===== src/rtl/fa_dcache_ctrl.sv =====
// fa_dcache_ctrl: fully associative write-back, write-allocate data cache with LRU replacement
module fa_dcache_ctrl #(
  parameter int NUM_LINES  = 4,
  parameter int WORD_SIZE  = 16,
  parameter int LINE_WORDS = 4
) (
  input  logic                            Clk,
  input  logic                            reset_n,
  input  logic                            c_readM,
  input  logic                            c_writeM,
  input  logic [15:0]                     c_address,
  input  logic [WORD_SIZE-1:0]            c_wdata,
  output logic [WORD_SIZE-1:0]            c_rdata,
  output logic                            c_wait,
  output logic                            m_readM,
  output logic                            m_writeM,
  output logic [15:0]                     m_address,
  output logic [WORD_SIZE*LINE_WORDS-1:0] m_wdata,
  input  logic [WORD_SIZE*LINE_WORDS-1:0] m_rdata,
  input  logic                            m_ready,
  output logic [15:0]                     hit_count,
  output logic [15:0]                     access_count
);
  localparam int AW = $clog2(NUM_LINES);
  typedef enum logic [1:0] {IDLE, WB, FILL} state_t;
  state_t state_q;
  logic [NUM_LINES-1:0] valid_q, dirty_q;
  logic [13:0] tag_q [NUM_LINES];
  logic [LINE_WORDS-1:0][WORD_SIZE-1:0] data_q [NUM_LINES];
  logic [AW-1:0] age_q [NUM_LINES];
  logic [AW-1:0] vic_q, hit_idx, vic;
  logic [15:0] hit_q, acc_q, m_address_q;
  logic [WORD_SIZE*LINE_WORDS-1:0] m_wdata_q;
  logic m_readM_q, m_writeM_q, missed_q, req, hit, done, inv_any;
  always_comb begin
    req = c_readM | c_writeM;
    hit = 1'b0;
    hit_idx = '0;
    vic = '0;
    inv_any = 1'b0;
    for (int i = 0; i < NUM_LINES; i++)
      if (valid_q[i] && tag_q[i] == c_address[15:2]) begin
        hit = req;
        hit_idx = AW'(i);
      end
    // lowest-index free line wins; otherwise the oldest line is replaced
    for (int i = NUM_LINES - 1; i >= 0; i--)
      if (!valid_q[i]) begin
        inv_any = 1'b1;
        vic = AW'(i);
      end
    if (!inv_any)
      for (int i = 0; i < NUM_LINES; i++)
        if (age_q[i] == AW'(NUM_LINES - 1)) vic = AW'(i);
    done = state_q == IDLE && hit;
    c_wait = req && !done;
    c_rdata = done ? data_q[hit_idx][c_address[1:0]] : '0;
  end
  assign m_readM = m_readM_q;
  assign m_writeM = m_writeM_q;
  assign m_address = m_address_q;
  assign m_wdata = m_wdata_q;
  assign hit_count = hit_q;
  assign access_count = acc_q;
  always_ff @(posedge Clk) begin
    if (!reset_n) begin
      state_q <= IDLE;
      valid_q <= '0;
      dirty_q <= '0;
      m_readM_q <= 1'b0;
      m_writeM_q <= 1'b0;
      m_address_q <= '0;
      m_wdata_q <= '0;
      hit_q <= '0;
      acc_q <= '0;
      missed_q <= 1'b0;
      vic_q <= '0;
      for (int i = 0; i < NUM_LINES; i++) age_q[i] <= AW'(i);
    end else begin
      if (done) begin
        acc_q <= acc_q + 16'd1;
        hit_q <= missed_q ? hit_q : hit_q + 16'd1;
        missed_q <= 1'b0;
        for (int i = 0; i < NUM_LINES; i++)
          if (age_q[i] < age_q[hit_idx]) age_q[i] <= age_q[i] + 1'b1;
        age_q[hit_idx] <= '0;
        if (c_writeM) begin
          data_q[hit_idx][c_address[1:0]] <= c_wdata;
          dirty_q[hit_idx] <= 1'b1;
        end
      end
      case (state_q)
        IDLE:
          if (req && !hit) begin
            missed_q <= 1'b1;
            vic_q <= vic;
            if (valid_q[vic] && dirty_q[vic]) begin
              state_q <= WB;
              m_writeM_q <= 1'b1;
              m_address_q <= {tag_q[vic], 2'b00};
              m_wdata_q <= data_q[vic];
            end else begin
              state_q <= FILL;
              m_readM_q <= 1'b1;
              m_address_q <= {c_address[15:2], 2'b00};
            end
          end
        WB:
          if (m_ready) begin
            dirty_q[vic_q] <= 1'b0;
            m_writeM_q <= 1'b0;
            m_readM_q <= 1'b1;
            m_address_q <= {c_address[15:2], 2'b00};
            state_q <= FILL;
          end
        FILL:
          if (m_ready) begin
            m_readM_q <= 1'b0;
            state_q <= IDLE;
            data_q[vic_q] <= m_rdata;
            tag_q[vic_q] <= m_address_q[15:2];
            valid_q[vic_q] <= 1'b1;
            dirty_q[vic_q] <= 1'b0;
          end
        default: state_q <= IDLE;
      endcase
    end
  end
endmodule


===== config.mk =====
export PLATFORM = sky130hd
export DESIGN_NAME = fa_dcache_ctrl
export DESIGN_NICKNAME = d
export VERILOG_FILES = /design/src/rtl/fa_dcache_ctrl.sv
export SDC_FILE = /design/constraint.sdc
export NUM_CORES = 1
export LEC_CHECK = 0
export CORE_UTILIZATION = 55
export CTS_BUF_LIST = sky130_fd_sc_hd__clkbuf_16
export CTS_CLUSTER_SIZE = 16
export DETAILED_ROUTE_END_ITERATION = 8
export HOLD_SLACK_MARGIN = 0.02
export PLACE_DENSITY_LB_ADDON = 0.05
export SLEW_MARGIN = 20
export SYNTH_ARGS = -nofsm -noshare
export SYNTH_HDL_FRONTEND = slang
export SYNTH_SLANG_ARGS = --single-unit

===== constraint.sdc =====
create_clock -name Clk -period 5.5 [get_ports Clk]
set_input_delay 1.1 -clock Clk [delete_from_list [all_inputs] [get_ports Clk]]
set_output_delay 1.1 -clock Clk [all_outputs]
set_load 0.05 [all_outputs]

==> results.sh <==
export IMPL_finalHoldViolations=0
export IMPL_combinationalPowerShare=0.082
export IMPL_yosysWarnings=0
export IMPL_max_freq_ghz=0.186
export IMPL_slowest_delay_ns=0.63
export IMPL_avgSynthCellArea_sq_um=11.7
export IMPL_slew_violations=0
export IMPL_io_buffers=229
export IMPL_antennaDiodeCount=0
export IMPL_grt_pass1_vias=15200
export IMPL_yosysTopAreaCellShare=0.453
export IMPL_crit_arrival_ns=4.29
export IMPL_grt_first_pass_wirelength_um=90300
export IMPL_period_needed_ns=5.39
export IMPL_multi_input_area_sq_um=8220
export IMPL_setup_viol=0
export IMPL_stdcell_count=2512
export IMPL_netSwitchingPower_w=0.00170
export IMPL_antenna_found_initial=0
export IMPL_pwr_share_clk=0.421
export IMPL_grt_max_degree=72
export IMPL_firstDrtPassIters=6
export IMPL_p_leak_nw=9.03
export IMPL_ir_drop_mv=0.269
export IMPL_syn_cell_area_sq_um=20700
export IMPL_synth_simple_gate_area_frac=0.134
export IMPL_die_area_sq_um=38400
export IMPL_synth_edf_count=312
export IMPL_ctsRootBufferMaster="clkbuf_16"
export IMPL_clock_path_buffers=3
export IMPL_switching_share=0.229
export IMPL_start_util=0.562
export IMPL_maxCapViolCount=0
export IMPL_worstPathRequired_ns=4.40
export IMPL_synth_compound_area_frac=0.0978
export IMPL_globalRouteTotalUtil=0.316
export IMPL_grt_setup_unrepaired="no"
export IMPL_fp_dieH_um=196
export IMPL_drc=0
export IMPL_ys_top_cells_by_area="edfxtp_1, dfxtp_1, mux4_2"
export IMPL_skew_ns=0.0272
export IMPL_worst_slew_pin_slew_ns=1.03
export IMPL_cp_start_kind="input pin"
export IMPL_fin_nets=2119
export IMPL_whs_ns=0.451
export IMPL_vias=15600
export IMPL_seq_power_share=0.496
export IMPL_status="complete, no violations"
export IMPL_cpLargestDelayFamily="buffers and inverters"
export IMPL_power_density_nw_per_um2=289
export IMPL_nFillCells=2684
export IMPL_muxShareOfSynthArea=0.113
export IMPL_p_int_w=0.00574
export IMPL_ys_seq_area_frac=0.582
export IMPL_syn_inst=1766
export IMPL_place_inst=2426
export IMPL_end_kind="primary output"
export IMPL_synth_xor_area_frac=0.0352
export IMPL_synthArstFlopShare=0
export IMPL_die_w_um=196
export IMPL_worstPathCellList="clkdlybuf4s50_1 > buf_4 > xnor2_1 > nand3_1 > or4_1 > nand3_1 > buf_12 > buf_4 > nor2_1 > nor3_1 > a21oi_1 > a211oi_1 > buf_4 > buf_12"
export IMPL_rows=70
export IMPL_yosysUniqueCellTypes=63
export IMPL_dp_hpwl_um=41300
export IMPL_numCtsBuffers=46
export IMPL_clkTransAtPathRegs_ns=0.06
export IMPL_crit_slowest_cell="or4_1"
export IMPL_io_pins=232
export IMPL_htree_num_levels=2
export IMPL_coreArea_sq_um=36800
export IMPL_gp_congestion=0.917
export IMPL_layout_worst_path_cycle_share=0.979
export IMPL_cp_max_fo=15
export IMPL_holdCritPathClass="flip-flop to flip-flop"
export IMPL_wl_um=60200
export IMPL_synth_largest_area_cell="edfxtp_1"
export IMPL_synthAdderAreaFrac=0.00605
export IMPL_crit_path_frequent_cell="buf_4"
export IMPL_detail_route_antenna_nets=0
export IMPL_worst_setup_path_type="input pin to primary output"
export IMPL_maxSlewHeadroom=0.310
export IMPL_wl_per_cell_um=24.0
export IMPL_clk_latency_ns=0.59
export IMPL_cts_tree="done"
export IMPL_cts_sinks=445
export IMPL_gr_total_overflow=0
export IMPL_layout_drive_gt1_share=0.149
export IMPL_synth_top_family_by_area="simple AND/OR/NAND/NOR gates"
export IMPL_drt_iter0_drc=1475
export IMPL_vias_per_cell=6.22
export IMPL_syn2layout_area_growth_pct=24.5
export IMPL_synth_main_ff_cell="edfxtp_1"
export IMPL_path_buf_inv=6
export IMPL_synth_seq_cells=445
export IMPL_ff_latch_area_sq_um=12000
-- Yosys cell counts, drive strengths merged, types with 23 or more instances --
| cell type | n |
|---|---|
| a211o | 27 |
| a211oi | 55 |
| a21oi | 124 |
| buf | 61 |
| clkbuf | 69 |
| dfxtp | 133 |
| edfxtp | 312 |
| mux2i | 50 |
| mux4 | 81 |
| nand2 | 343 |
| nand3 | 39 |
| nand4 | 33 |
| nor2 | 162 |
| o21ai | 23 |
| o22ai | 28 |
| xnor2 | 63 |
-- logic make-up after synthesis --
kind of cell	count (synthesis)
other	1
flip-flops	445
XOR/XNOR	83
multiplexers	132
adder cells (fa/ha/maj)	10
buffers and inverters	140
AO/OA/AOI/OAI	309
AND/OR/NAND/NOR	646
-- layer usage --
metal / vias to the layer above / global-route usage / part of all wire
met2: 820 / 0.528 / 0.49
met4: 0 / 0.159 / 0.050
met5: - / 0 / 0
met1: 7627 / 0.405 / 0.38
li1: 7030 / - / -
met3: 151 / 0.0473 / 0.085
-- power by group through the flow --
stage	logic (W)	clock network [W]	registers [W]
2_1_floorplan	0.000302	0	0.00380
3_3_place_gp	0.000588	0	0.00376
3_5_place_dp	0.000596	0	0.00377
4_1_cts	0.000598	0.00318	0.00370
5_1_grt	0.000646	0.00330	0.00370
6_report	0.000611	0.00314	0.00370
-- per-stage QoR --
step	cell area (sq um)	power [W]	worst slack, ns	util	setup TNS [ns]
6_report	25700	0.00745	0.113	0.699	0
2_1_floorplan	20700	0.00411	0.135	-	0
3_3_place_gp	24000	0.00435	0.0138	0.653	0
3_5_place_dp	24000	0.00436	-0.00953	0.653	-0.00953
5_1_grt	25700	0.00764	0.00374	0.699	0
4_1_cts	25500	0.00747	0.0245	0.694	0
-- cell usage in the layout, fill, tap and decap left out, drive strengths merged, types with 10 or more instances in the layout --
cell | Yosys | routed
o21ai | 23 | 23
nor3 | 20 | 20
dfxtp | 133 | 133
nor2 | 162 | 162
edfxtp | 312 | 312
mux4 | 81 | 81
inv | 10 | 26
xor2 | 20 | 20
nand4 | 33 | 33
xnor2 | 63 | 63
clkdlybuf4s50 | 0 | 202
a21oi | 124 | 124
clkbuf | 69 | 46
a211o | 27 | 27
ha | 10 | 10
buf | 61 | 112
mux2i | 50 | 50
nand3 | 39 | 39
o221ai | 14 | 14
clkinv | 0 | 15
a211oi | 55 | 55
o22ai | 28 | 28
nand2 | 343 | 343
-- worst register-to-register path, delay by kind of cell, from the launching register on --
kind                     cells  cell delay [ns]
AO/OA/AOI/OAI                4             1.27
adder cells (fa/ha/maj)      1             0.24
buffers and inverters        1             0.45
flip-flops                   1             0.49
multiplexers                 1             0.41
AND/OR/NAND/NOR              3             1.29
-- worst paths after layout --
check             cells after the start                      from  slack [ns]                        to
hold reg to reg                       2  m_wdata[42]$_SDFFE_PN0P_        0.45  m_wdata[42]$_SDFFE_PN0P_
hold / removal                        2  m_wdata[42]$_SDFFE_PN0P_        0.45  m_wdata[42]$_SDFFE_PN0P_
setup reg to reg                     10  age_q[1][0]$_SDFFE_PP0P_        1.28  m_wdata[38]$_SDFFE_PN0P_
setup / recovery                     14              c_address[7]        0.11                c_rdata[6]
-- flip-flops by register name (all words and copies together), names as in the netlist --
register      flops
valid_q           4
access_count     16
dirty_q           4
data_q          256
vic_q             2
age_q             8
tag_q            56
m_wdata          64
state_q           2
m_address        14
hit_count        16
m_writeM          1
m_readM           1
missed_q          1
-- area by class of cell --
class                           instances  share of cell area
Clock buffer                           46              0.0447
Clock inverter                         38              0.0140
Inverter                               10             0.00156
Multi-Input combinational cell       1182               0.320
Sequential cell                       445               0.468
Tap cell                              468              0.0228
Timing Repair Buffer                  323               0.130
-- timing repair --
action / CTS / global route
pin swaps: 0 / 1
hold buffers: 0 / 0
gates resized for setup: 0 / 31
endpoints found under the setup margin: 1 / 14
buffers inserted: 1 / 0
No activity file was read; power rests on OpenSTA's default activity.
